$ cat src/rtl/matrix_pkg.sv
// Shared constants, scanner state encoding and off-pattern helpers for the
// 3x7 LED matrix column scanner.
package matrix_pkg;

    localparam int MATRIX_COLS = 3;
    localparam int MATRIX_ROWS = 7;

    typedef enum logic [1:0] {
        IDLE  = 2'd0,
        LOAD  = 2'd1,
        DRIVE = 2'd2,
        BLANK = 2'd3
    } scan_state_t;

    // An "off" pin carries the inactive level, which is the polarity bit itself.
    function automatic logic [MATRIX_ROWS-1:0] rows_off(input logic active_low);
        return {MATRIX_ROWS{active_low}};
    endfunction

    function automatic logic [MATRIX_COLS-1:0] cols_off(input logic active_low);
        return {MATRIX_COLS{active_low}};
    endfunction

endpackage

$ cat src/rtl/matrix_column_scanner_timer.sv
// Loadable down-counter shared by the DRIVE and BLANK intervals; done is high
// during the last cycle of an interval started with load_value = length - 1.
module scan_interval_timer #(
    parameter int WIDTH = 2
) (
    input  logic             clock,
    input  logic             reset,
    input  logic             start,
    input  logic [WIDTH-1:0] load_value,
    output logic             done
);

    logic [WIDTH-1:0] count;
    logic             running;

    always_ff @(posedge clock) begin
        if (reset) begin
            count   <= '0;
            running <= 1'b0;
        end else if (start) begin
            count   <= load_value;
            running <= 1'b1;
        end else if (running) begin
            if (count == '0) begin
                running <= 1'b0;
            end else begin
                count <= count - 1'b1;
            end
        end
    end

    assign done = running && (count == '0);

endmodule

$ cat src/rtl/matrix_column_scanner.sv
// Snapshots one frame of three column words and time-multiplexes them onto the
// physical matrix pins: one-hot column dwell followed by a ghost-suppression blank.
module matrix_column_scanner
    import matrix_pkg::*;
#(
    parameter int DWELL_CYCLES    = 50000,
    parameter int BLANK_CYCLES    = 4,
    parameter int ROWS_ACTIVE_LOW = 1,
    parameter int COLS_ACTIVE_LOW = 0
) (
    input  logic                   clock,
    input  logic                   reset,
    input  logic                   enable,
    input  logic [MATRIX_ROWS-1:0] column_2,
    input  logic [MATRIX_ROWS-1:0] column_1,
    input  logic [MATRIX_ROWS-1:0] column_0,
    output logic [MATRIX_ROWS-1:0] matrix_rows,
    output logic [MATRIX_COLS-1:0] matrix_cols,
    output logic [1:0]             column_index,
    output logic                   frame_start
);

    localparam int MAX_COUNT = (DWELL_CYCLES > BLANK_CYCLES)
                             ? ((DWELL_CYCLES > 2) ? DWELL_CYCLES : 2)
                             : ((BLANK_CYCLES > 2) ? BLANK_CYCLES : 2);
    localparam int CW = $clog2(MAX_COUNT);

    localparam logic [CW-1:0] DWELL_LOAD = CW'(DWELL_CYCLES - 1);
    localparam logic [CW-1:0] BLANK_LOAD = CW'((BLANK_CYCLES > 0) ? BLANK_CYCLES - 1 : 0);

    localparam logic [MATRIX_ROWS-1:0] ROW_OFF = rows_off(ROWS_ACTIVE_LOW != 0);
    localparam logic [MATRIX_COLS-1:0] COL_OFF = cols_off(COLS_ACTIVE_LOW != 0);

    scan_state_t            state;
    scan_state_t            next_state;
    logic [1:0]             next_index;
    logic                   timer_start;
    logic [CW-1:0]          timer_load;
    logic                   timer_done;
    logic                   load_frame;
    logic                   end_of_column;
    logic [MATRIX_ROWS-1:0] frame [MATRIX_COLS];
    logic [MATRIX_ROWS-1:0] next_word;

    scan_interval_timer #(
        .WIDTH (CW)
    ) u_timer (
        .clock      (clock),
        .reset      (reset),
        .start      (timer_start),
        .load_value (timer_load),
        .done       (timer_done)
    );

    always_comb begin
        next_state    = state;
        next_index    = column_index;
        timer_start   = 1'b0;
        timer_load    = DWELL_LOAD;
        load_frame    = 1'b0;
        end_of_column = 1'b0;

        case (state)
            IDLE: begin
                if (enable) begin
                    next_state = LOAD;
                end
            end
            LOAD: begin
                load_frame  = 1'b1;
                next_state  = DRIVE;
                next_index  = 2'd0;
                timer_start = 1'b1;
            end
            DRIVE: begin
                if (timer_done) begin
                    if (BLANK_CYCLES > 0) begin
                        next_state  = BLANK;
                        timer_start = 1'b1;
                        timer_load  = BLANK_LOAD;
                    end else begin
                        end_of_column = 1'b1;
                    end
                end
            end
            BLANK: begin
                if (timer_done) begin
                    end_of_column = 1'b1;
                end
            end
            default: next_state = IDLE;
        endcase

        // enable only matters once the last column of a frame has finished.
        if (end_of_column) begin
            if (column_index < 2'd2) begin
                next_index  = column_index + 2'd1;
                next_state  = DRIVE;
                timer_start = 1'b1;
                timer_load  = DWELL_LOAD;
            end else if (enable) begin
                next_state = LOAD;
                next_index = 2'd0;
            end else begin
                next_state = IDLE;
                next_index = 2'd0;
            end
        end
    end

    // The first column is shown on the same edge that captures it.
    always_comb begin
        next_word = '0;
        case (next_index)
            2'd0:    next_word = load_frame ? column_0 : frame[0];
            2'd1:    next_word = frame[1];
            default: next_word = frame[2];
        endcase
    end

    always_ff @(posedge clock) begin
        if (reset) begin
            state        <= IDLE;
            column_index <= 2'd0;
            frame_start  <= 1'b0;
            matrix_rows  <= ROW_OFF;
            matrix_cols  <= COL_OFF;
            for (int i = 0; i < MATRIX_COLS; i++) begin
                frame[i] <= '0;
            end
        end else begin
            state        <= next_state;
            column_index <= next_index;
            frame_start  <= (next_state == LOAD);
            if (load_frame) begin
                frame[0] <= column_0;
                frame[1] <= column_1;
                frame[2] <= column_2;
            end
            if (next_state == DRIVE) begin
                matrix_rows <= next_word ^ ROW_OFF;
                matrix_cols <= (3'b001 << next_index) ^ COL_OFF;
            end else begin
                matrix_rows <= ROW_OFF;
                matrix_cols <= COL_OFF;
            end
        end
    end

endmodule
$ cat config.mk
export PLATFORM = sky130hd
export DESIGN_NAME = matrix_column_scanner
export DESIGN_NICKNAME = d
export VERILOG_FILES = /design/src/rtl/matrix_pkg.sv /design/src/rtl/matrix_column_scanner_timer.sv /design/src/rtl/matrix_column_scanner.sv
export SDC_FILE = /design/constraint.sdc
export NUM_CORES = 1
export LEC_CHECK = 0
export BUFFER_PORTS_ARGS = -buffer_cell sky130_fd_sc_hd__buf_2
export CORE_MARGIN = 8
export CORE_UTILIZATION = 35
export CTS_CLUSTER_DIAMETER = 40
export DETAILED_ROUTE_END_ITERATION = 8
export PLACE_DENSITY = 0.57
export SLEW_MARGIN = 30
export SYNTH_ARGS = -nofsm -noshare
export SYNTH_HDL_FRONTEND = slang
export SYNTH_SLANG_ARGS = --single-unit
$ cat constraint.sdc
create_clock -name clock -period 2.3 [get_ports clock]
set_input_delay 0.115 -clock clock [delete_from_list [all_inputs] [get_ports clock]]
set_output_delay 0.115 -clock clock [all_outputs]
set_load 0.05 [all_outputs]
==> metrics.txt, run 1 <==
VDD IR max=~0.00030 V; Warnings, synthesis=0; CP startpoint=u_timer.count[0]$_SDFFE_PP0P_; Mapped Area=0.00255 mm2; dominant cells by area after synthesis=dfxtp_1 25%, edfxtp_1 25%, and2_1 5.7%; core footprint=approximately 0.0071 mm2; H-tree depth=2; routed vias=about 2100; Layout Skew=~0.013 ns; Yosys reg bits=53; CTS tree=built; total clock sinks=53; Mapped Nets=around 280; ys flop type=dfxtp_1; WP data arrival=2.75 ns; Leakage=approximately 1.4 nW; post-synth top area cell=dfxtp_1; setup ws final=-0.234 ns; startpoint types=register; data required time of the worst path=around 2.5 ns; die width=roughly 100 um; Clock Path Buffers=2; Pwr per Cell Area=just under 900 mW/mm2; worst reg2reg path endpoint=matrix_rows[6]$_SDFF_PP1_; cell with the most instances after synthesis=dfxtp_1; Slew @ Worst Pin=between 0.5 and 0.6 ns; RSZ-0062 raised after global routing=yes; worst path buffer plus inverter count=1; max frequency=395 MHz; worst hold path class=primary input to register; Setup Viol. Count Final=32; syn_area_per_cell=between 10 and 15 um2; Initial Utilization=roughly 36%; fin nets=364; crit-path leading delay family=simple AND/OR/NAND/NOR gates; Crit Path Class=register to register; Antenna diodes=0; share of cells above drive strength 1=between 30% and 40%; gr usage total=between 10% and 20%; clk root buf=clkbuf_8; crit-path cells=inv_2, ha_1, or4b_4, or4_4, o21ai_2, o221a_4, nand3b_4, a211o_1; WP depth=8; clock slew at reported path FFs=approximately 0.11 ns; top cells by count, synth=32 x dfxtp_1, 31 x nor2_1, 23 x and2_1, 21 x edfxtp_1; CP max stage delay=~0.63 ns; Final Hold Viols=0; outcome=finished, violations left; r2r startpoint=u_timer.count[0]$_SDFFE_PP0P_; placed wire-length estimate=4340 um; initial drt markers=79; GPL Wtd Cong=roughly 0.84; Filler cells=720; CP Capture Type=register; wirelength, routed=6430 um; initial antenna violation count=0; I/O pin total=37; ys async rst share=0%; Rel. slew slack=between 60% and 70%; Die ar.=approximately 0.010 mm2; register area share after synthesis=49.9%; CP endpoint=matrix_rows[6]$_SDFF_PP1_; global route total overflow=0; pre-CTS WS=-0.359 ns; Rows=31; crit share post-route=110%; Critical Path Fanout Max=7; vias per cell=slightly below 5; PortBufs=36; area delta synth->final=33.9%; failing checks=negative setup slack; WL per Instance=between 10 and 15 um; FF-to-FF setup slack=-0.23 ns; Final Max Slew Viols=0; Power Total=3.03 mW; R2R depth=8; largest net degree at the start of global routing=22; Synth cell types=between 40 and 50; CP max stage cell=or4_4; final period demand of the worst path=roughly 2.5 ns; number of max-cap violations=0; DRC viols=0; Antenna Nets Post-Route=0; Pre-Repair DR Iteration Count=4; post-layout util=between 40% and 50%; EDFF count, synth=21; Syn Inst Count=about 250; hold path depth=2; Num CTS Buffers=5; clk_lat worst skew=roughly 0.32 ns; CTS Hold Buffers Added=0; first-pass GRT wire length=about 10000 um; die height=~100 um; area share of the leading cell type in the synthesized netlist=approximately a quarter; vias in the first global route=2157
metrics by stage:
stage / cells / hold WS (ns) / TNS, ns / cell area [um2]
CTS: 427 / 0.0584 / -2.99 / 3290
finish: 433 / 0.0643 / -4.48 / 3410
floorplan: 253 / 0.313 / -1.59 / 2570
global route: 433 / 0.0560 / -7.20 / 3410
detailed placement: 413 / 0.396 / -4.14 / 3070
global placement: 413 / 0.393 / -3.07 / 3070
what timing repair did:
action / in CTS / in global routing
endpoints found under the setup margin: 27 / 32
pin swaps: 5 / 9
buffers inserted: 5 / 5
resized for setup: 19 / 13
cloned: 1 / 1
layout by cell type, fill, tap and decap left out, drive strengths merged, types with 2 or more instances in the layout:
cell / netlist / routed
o21ai: 18 / 18
nor3: 15 / 15
xnor2: 5 / 5
or2: 2 / 2
nor2b: 2 / 2
mux2i: 2 / 3
nor4: 5 / 5
dfxtp: 32 / 32
clkbuf: 5 / 5
a311oi: 8 / 8
nand3: 5 / 5
xor2: 3 / 3
inv: 5 / 6
and2: 23 / 23
a211o: 7 / 7
nand2b: 6 / 6
ha: 7 / 7
buf: 6 / 82
a21oi: 14 / 14
edfxtp: 21 / 21
nand2: 11 / 11
clkinv: 1 / 3
or4: 3 / 3
or3: 2 / 2
nand3b: 2 / 3
nor2: 32 / 32
flip-flops by register name, summed over array words and instances (netlist names):
name	flops
frame_start	1
state	2
column_index	2
matrix_cols	3
frame	21
u_timer.count	16
u_timer.running	1
matrix_rows	7
area by class of cell:
| cell class | instances | area (um2) | share of cell area (%) |
|---|---|---|---|
| well taps | 99 | 124 | 3.63 |
| repair buffers | 82 | 541 | 15.9 |
| clock buffers | 5 | 68.8 | 2.02 |
| clock inverters | 3 | 26.3 | 0.771 |
| multi-input cells | 185 | 1350 | 39.7 |
| flip-flops and latches | 53 | 1270 | 37.4 |
| inverters | 6 | 22.5 | 0.661 |
worst min-delay path by stage:
| stage | startpoint | to | slack, ns |
|---|---|---|---|
| after detailed placement | column_2[1] | frame[0][15]$_SDFFCE_PN0P_ | 0.40 |
| after CTS | column_2[1] | frame[0][15]$_SDFFCE_PN0P_ | 0.06 |
| final | column_1[5] | frame[0][12]$_SDFFCE_PN0P_ | 0.06 |
| after floorplan | column_0[0] | frame[0][0]$_SDFFCE_PN0P_ | 0.31 |
| after global placement | column_1[6] | frame[0][13]$_SDFFCE_PN0P_ | 0.39 |
| after global routing | column_1[5] | frame[0][12]$_SDFFCE_PN0P_ | 0.06 |
kinds of logic after synthesis:
group | count (synthesis) | synth area share, %
flops | 53 | 49.9
fa+ha+maj | 7 | 3.44
mux | 2 | 1.28
xor+xnor | 8 | 2.75
compound gates | 54 | 15.4
simple gates | 112 | 24.0
buf+inv | 17 | 3.19
metal layers:
metal	up-vias	routed length, um	GRT usage (%)
met5	-	0	0
met4	0	52	3.09
met3	6	204	3.16
met2	36	3020	20.7
met1	1015	3150	16.2
li1	1072	-	-
where the power goes:
part           internal (mW)  switching, mW
Combinational          0.609          0.713
Sequential              1.09         0.0542
Clock                  0.223          0.343
Total                   1.92           1.11
Note: power is estimated with default switching activity, not from simulation.
==> inputs of run 2 (changes only) <==
--- a/config.mk
+++ b/config.mk
@@ -5,12 +5,12 @@
 export SDC_FILE = /design/constraint.sdc
 export NUM_CORES = 1
 export LEC_CHECK = 0
-export BUFFER_PORTS_ARGS = -buffer_cell sky130_fd_sc_hd__buf_2
+export BUFFER_PORTS_ARGS = -buffer_cell sky130_fd_sc_hd__buf_4
 export CORE_MARGIN = 8
 export CORE_UTILIZATION = 35
 export CTS_CLUSTER_DIAMETER = 40
 export DETAILED_ROUTE_END_ITERATION = 8
-export PLACE_DENSITY = 0.57
+export PLACE_DENSITY = 0.55
 export SLEW_MARGIN = 30
 export SYNTH_ARGS = -nofsm -noshare
 export SYNTH_HDL_FRONTEND = slang
==> constraint.sdc (replaced) <==
create_clock -name clock -period 2.57 [get_ports clock]
set_input_delay 0.1285 -clock clock [delete_from_list [all_inputs] [get_ports clock]]
set_output_delay 0.1285 -clock clock [all_outputs]
set_load 0.05 [all_outputs]
==> run 2 against run 1 <==
The run now ends clean; total power down 12%; first-iteration DRC count unchanged; clock skew down 0.0062 ns; clock power up 4.4%; highest routed layer unchanged.
==> metrics.txt, run 2 (synthesized netlist as in run 1, its figures left out) <==
Pwr per Cell Area=a little over 800 mW/mm2; setup ws final=between 0.07 and 0.08 ns; die width=just over 100 um; die height=~100 um; Layout Skew=between 0.006 and 0.007 ns; Setup Viol. Count Final=0; R2R depth=6; share of cells above drive strength 1=between 30 and 40%; Initial Utilization=35.7%; Psw=0.917 mW; Die ar.=~0.01 mm2; Seq pwr share=approximately 39%; GPL Wtd Cong=roughly 0.79; Antenna diodes=0; Largest Register=frame; Final Hold Viols=0; final period demand of the worst path=roughly 2.5 ns; Comb pwr share=roughly 40%; Critical Path Fanout Max=5; Clock power frac=between 20% and 30%; CP Capture Type=register; Crit Path Class=register to register; first-pass GRT wire length=a little over 10000 um; outcome=complete, no violations; Final Max Slew Viols=0; total clock sinks=between 50 and 60; Worst path most repeated cell=buf_4; vias per cell=around 4.9; pre-CTS WS=-0.189 ns; clk_lat worst skew=between 0.3 and 0.4 ns; commonest non-fill, non-tap cell in the layout=buf_4; initial drt markers=79; Rows=31; crit share post-route=a little over nine tenths; WL per Instance=roughly 14 um; wirelength, routed=~6000 um; core footprint=between 0.007 and 0.008 mm2; max reg flops=21; Rel. slew slack=64.6%; worst path buffer plus inverter count=2; number of max-cap violations=0; Antenna Nets Post-Route=0; global route total overflow=0; H-tree depth=2; highest-count cells in the layout ignoring fill and taps=69 x buf_4, 32 x dfxtp_1, 31 x nor2_1; crit-path cells=or4_1, or4_4, buf_4, mux2i_4, buf_4, a311oi_1; Clock Path Buffers=2; max frequency=between 400 and 500 MHz; largest net degree at the start of global routing=22; WP depth=6; Leakage=1.32 nW; RSZ-0062 raised after global routing=no; WP data arrival=about 2.7 ns; CP max stage cell=or4_1; hold path depth=2; initial antenna violation count=0; I/O pin total=37; Pre-Repair DR Iteration Count=4; data required time of the worst path=approximately 2.8 ns; fin nets=350; clock slew at reported path FFs=roughly 0.1 ns; CP max stage delay=0.63 ns; Net Sw Frac=roughly 34%; DRC viols=0; crit-path leading delay family=simple AND/OR/NAND/NOR gates; Num CTS Buffers=5; startpoint types=register; area delta synth->final=30.4%; gr usage total=around an eighth; post-layout util=around 47%; CTS tree=built; VDD IR max=between 0.0002 and 0.0003 V; Slew @ Worst Pin=0.528 ns; routed vias=approximately 2100; PortBufs=36; worst hold path class=primary input to register; FF-to-FF setup slack=slightly below 0.08 ns; biggest regs=frame: 21 flops, u_timer.count: 16 flops, matrix_rows: 7 flops; vias in the first global route=roughly 2100; clk root buf=clkbuf_8; placed wire-length estimate=~4400 um; cell internal pwr=between 1.5 and 2 mW; Filler cells=approximately 700
==> run 2: area by class of cell <==
cell class / instances / area [um2] / share of cell area [%]
inverter: 6 / 22.5 / 0.678
multi-input combinational: 184 / 1270 / 38.2
tap: 99 / 124 / 3.73
clock buffer: 5 / 68.8 / 2.07
sequential: 53 / 1270 / 38.3
timing repair buffer: 69 / 518 / 15.6
clock inverter: 3 / 47.5 / 1.43
==> run 2: metrics by stage <==
stage	hold slack (ns)	power, mW	setup TNS, ns	cell area [um2]	cells
final	0.0878	2.68	0	3320	419
after detailed placement	0.411	1.99	-1.03	3110	408
after CTS	0.0826	2.61	0	3270	419
after global placement	0.408	1.98	-1.13	3110	408
after global routing	0.0786	2.85	0	3320	419
after floorplan	0.327	1.68	0	2550	253
==> run 2: per-layer routing <==
| layer | vias to the layer above | track usage, % | share of wire (%) |
|---|---|---|---|
| met1 | 967 | 16.4 | 48 |
| li1 | 1042 | - | - |
| met2 | 49 | 19.3 | 45 |
| met4 | 0 | 3.78 | 0.99 |
| met5 | - | 0 | 0 |
| met3 | 6 | 3.51 | 5.5 |
==> run 2: worst paths after layout <==
| path | endpoint | startpoint |
|---|---|---|
| worst max register to register | u_timer.count[6]$_SDFFE_PP0P_ | u_timer.count[13]$_SDFFE_PP0P_ |
| worst min-delay path | frame[0][11]$_SDFFCE_PN0P_ | column_1[4] |
| worst min register to register | u_timer.count[13]$_SDFFE_PP0P_ | u_timer.count[13]$_SDFFE_PP0P_ |
| worst max-delay path | u_timer.count[6]$_SDFFE_PP0P_ | u_timer.count[13]$_SDFFE_PP0P_ |
==> run 2: worst register-to-register path, stage by stage (launching register included) <==
cell	delay [ns]
dfxtp_1	0.33
or4_1	0.63
or4_4	0.62
buf_4	0.19
mux2i_4	0.21
buf_4	0.16
a311oi_1	0.27
==> run 2: what timing repair did <==
| item | in CTS | in global routing |
|---|---|---|
| resized for setup | 5 | 13 |
| cloned | 1 | 0 |
| setup endpoints to repair | 16 | 28 |
| hold endpoints to repair | 0 | 0 |
| pin swaps | 1 | 2 |
| hold buffers | 0 | 0 |
| buffers inserted | 2 | 0 |
==> run 2: power by group through the flow <==
stage               registers [mW]  logic (mW)  clock network [mW]
floorplan                     1.08       0.604                   0
global placement              1.05       0.938                   0
detailed placement            1.05       0.944                   0
CTS                           1.03       0.979               0.605
global route                  1.04        1.16               0.636
finish                        1.03        1.05               0.591
==> inputs of run 3 (changes only) <==
--- a/config.mk
+++ b/config.mk
@@ -6,11 +6,12 @@
 export NUM_CORES = 1
 export LEC_CHECK = 0
 export BUFFER_PORTS_ARGS = -buffer_cell sky130_fd_sc_hd__buf_4
+export CAP_MARGIN = 10
 export CORE_MARGIN = 8
 export CORE_UTILIZATION = 35
 export CTS_CLUSTER_DIAMETER = 40
 export DETAILED_ROUTE_END_ITERATION = 8
-export PLACE_DENSITY = 0.55
+export PLACE_DENSITY = 0.57
 export SLEW_MARGIN = 30
 export SYNTH_ARGS = -nofsm -noshare
 export SYNTH_HDL_FRONTEND = slang
==> constraint.sdc (replaced) <==
create_clock -name clock -period 2.24 [get_ports clock]
set_input_delay 0.112 -clock clock [delete_from_list [all_inputs] [get_ports clock]]
set_output_delay 0.112 -clock clock [all_outputs]
set_load 0.05 [all_outputs]
==> run 3 against run 2 <==
Clock skew grew 0.0089 ns; critical path type unchanged; total power grew 16%; die area did not move; first-iteration DRC count is 19% higher; critical endpoint is now matrix_rows[6]$_SDFF_PP1_; largest cell class is now multi-input combinational cells; the run now ends with negative setup slack left.
==> metrics.txt, run 3 (synthesized netlist as in run 1, its figures left out) <==
outcome=finished, violations left; failing checks=negative setup slack; multi-input gate area in the final layout=0.00132 mm2; clock slew at reported path FFs=approximately 0.11 ns; max frequency=394 MHz; Largest Register=frame; Final Hold Viols=0; Setup Viol. Count Final=32; Filler cells=about 700; Pwr per Cell Area=between 800 and 900 mW/mm2; fin nets=362; Layout Skew=~0.016 ns; setup ws final=-0.300 ns; startpoint types=register; worst hold path class=primary input to register; Antenna diodes=0; area delta synth->final=35.7%; gr usage total=12.7%; RSZ-0062 raised after global routing=yes; initial antenna violation count=0; biggest regs=frame: 21 flops, u_timer.count: 16 flops, matrix_rows: 7 flops; max reg flops=21; post-layout util=around 48%; DRC viols=0; GPL Wtd Cong=approximately 0.79; CTS tree=built; Antenna Nets Post-Route=0; CTS Hold Buffers Added=0; Final Max Slew Viols=0; WL per Instance=14.8 um; total clock sinks=53; share of cells above drive strength 1=36.4%; Slew @ Worst Pin=about 0.51 ns; Leakage=1.39 nW; wirelength, routed=between 6000 and 7000 um; initial drt markers=94; H-tree depth=2; Num CTS Buffers=5; Critical Path Fanout Max=7; core footprint=0.00714 mm2; clk_lat worst skew=~0.32 ns; setup TNS=-5.92 ns; highest-count cells in the layout ignoring fill and taps=76 x buf_4, 30 x dfxtp_1, 28 x nor2_1; global route total overflow=0; CP Capture Type=register; Initial Utilization=approximately 36%; commonest non-fill, non-tap cell in the layout=buf_4; final period demand of the worst path=2.54 ns; VDD IR max=0.000315 V; first-pass GRT wire length=between 10000 and 15000 um; Rel. slew slack=about two thirds; vias per cell=4.91; PortBufs=36; placed wire-length estimate=4420 um; die height=101 um; Crit Path Class=register to register; routed vias=2118; clk root buf=clkbuf_8; I/O pin total=37; die width=101 um; Pre-Repair DR Iteration Count=6; WP data arrival=about 2.8 ns; Die ar.=between 0.01 and 0.015 mm2; Clock Path Buffers=2; number of max-cap violations=0; vias in the first global route=approximately 2200; register area=0.00127 mm2; Rows=31; data required time of the worst path=around 2.5 ns; FF-to-FF setup slack=-0.30 ns; crit share post-route=113%; largest net degree at the start of global routing=22
run 3: cell count changes in the layout (fill, tap and decap cells not counted), sizes merged:
cell / before / now
buf: 69 / 80
bufinv: 1 / 0
clkinv: 1 / 2
nand3b: 2 / 3
run 3: what timing repair did:
action                                  in CTS  in global routing
pin swaps                                    3                  1
endpoints found under the setup margin      28                 32
resized for setup                           13                 15
cloned                                       1                  1
buffers inserted                             5                  5
run 3: worst paths after layout:
path / start / endpoint / cells past startpoint
max reg2reg: u_timer.count[1]$_SDFFE_PP0P_ / matrix_rows[6]$_SDFF_PP1_ / 8
max: u_timer.count[1]$_SDFFE_PP0P_ / matrix_rows[6]$_SDFF_PP1_ / 8
min: column_1[5] / frame[0][12]$_SDFFCE_PN0P_ / 2
min reg2reg: u_timer.count[15]$_SDFFE_PP0P_ / u_timer.count[15]$_SDFFE_PP0P_ / 1
run 3: per-stage QoR:
stage          instance area, um2  hold slack, ns  cells  power (mW)  worst slack (ns)
6_report                     3450          0.0592    431        3.10            -0.300
3_5_place_dp                 3150           0.393    411        2.28            -0.299
4_1_cts                      3350          0.0520    425        3.02            -0.282
2_1_floorplan                2570           0.310    253        1.98            -0.208
3_3_place_gp                 3150           0.393    411        2.27            -0.238
5_1_grt                      3450          0.0530    431        3.29            -0.377
run 3: final cells by class:
class | instances | share of cell area (%)
multi-input cells | 185 | 38.2
flip-flops and latches | 53 | 36.9
repair buffers | 80 | 17.8
well taps | 99 | 3.59
clock buffers | 5 | 1.99
clock inverters | 3 | 0.833
inverters | 6 | 0.652
run 3: metal layers:
layer | GRT usage [%] | vias up | part of all wire (%)
met2 | 20.7 | 46 | 46
met4 | 4.81 | 0 | 1.7
met5 | 0 | - | 0
met1 | 15.6 | 998 | 47
li1 | - | 1063 | -
met3 | 3.37 | 11 | 4.9
run 3: worst max-delay path, cell delays in order, from the launching register on:
cell and delay (ns):
dfxtp_2 0.34, inv_2 0.07, ha_4 0.11, or4b_4 0.48
or4_4 0.62, o21ai_2 0.18, o221a_4 0.24, nand3b_4 0.12
a211o_1 0.29
run 3: power by group:
group,total [mW],internal [mW],switching (mW)
combinational,1.33,0.628,0.706
sequential,1.17,1.12,0.0542
clock,0.594,0.235,0.359
total,3.10,1.98,1.12
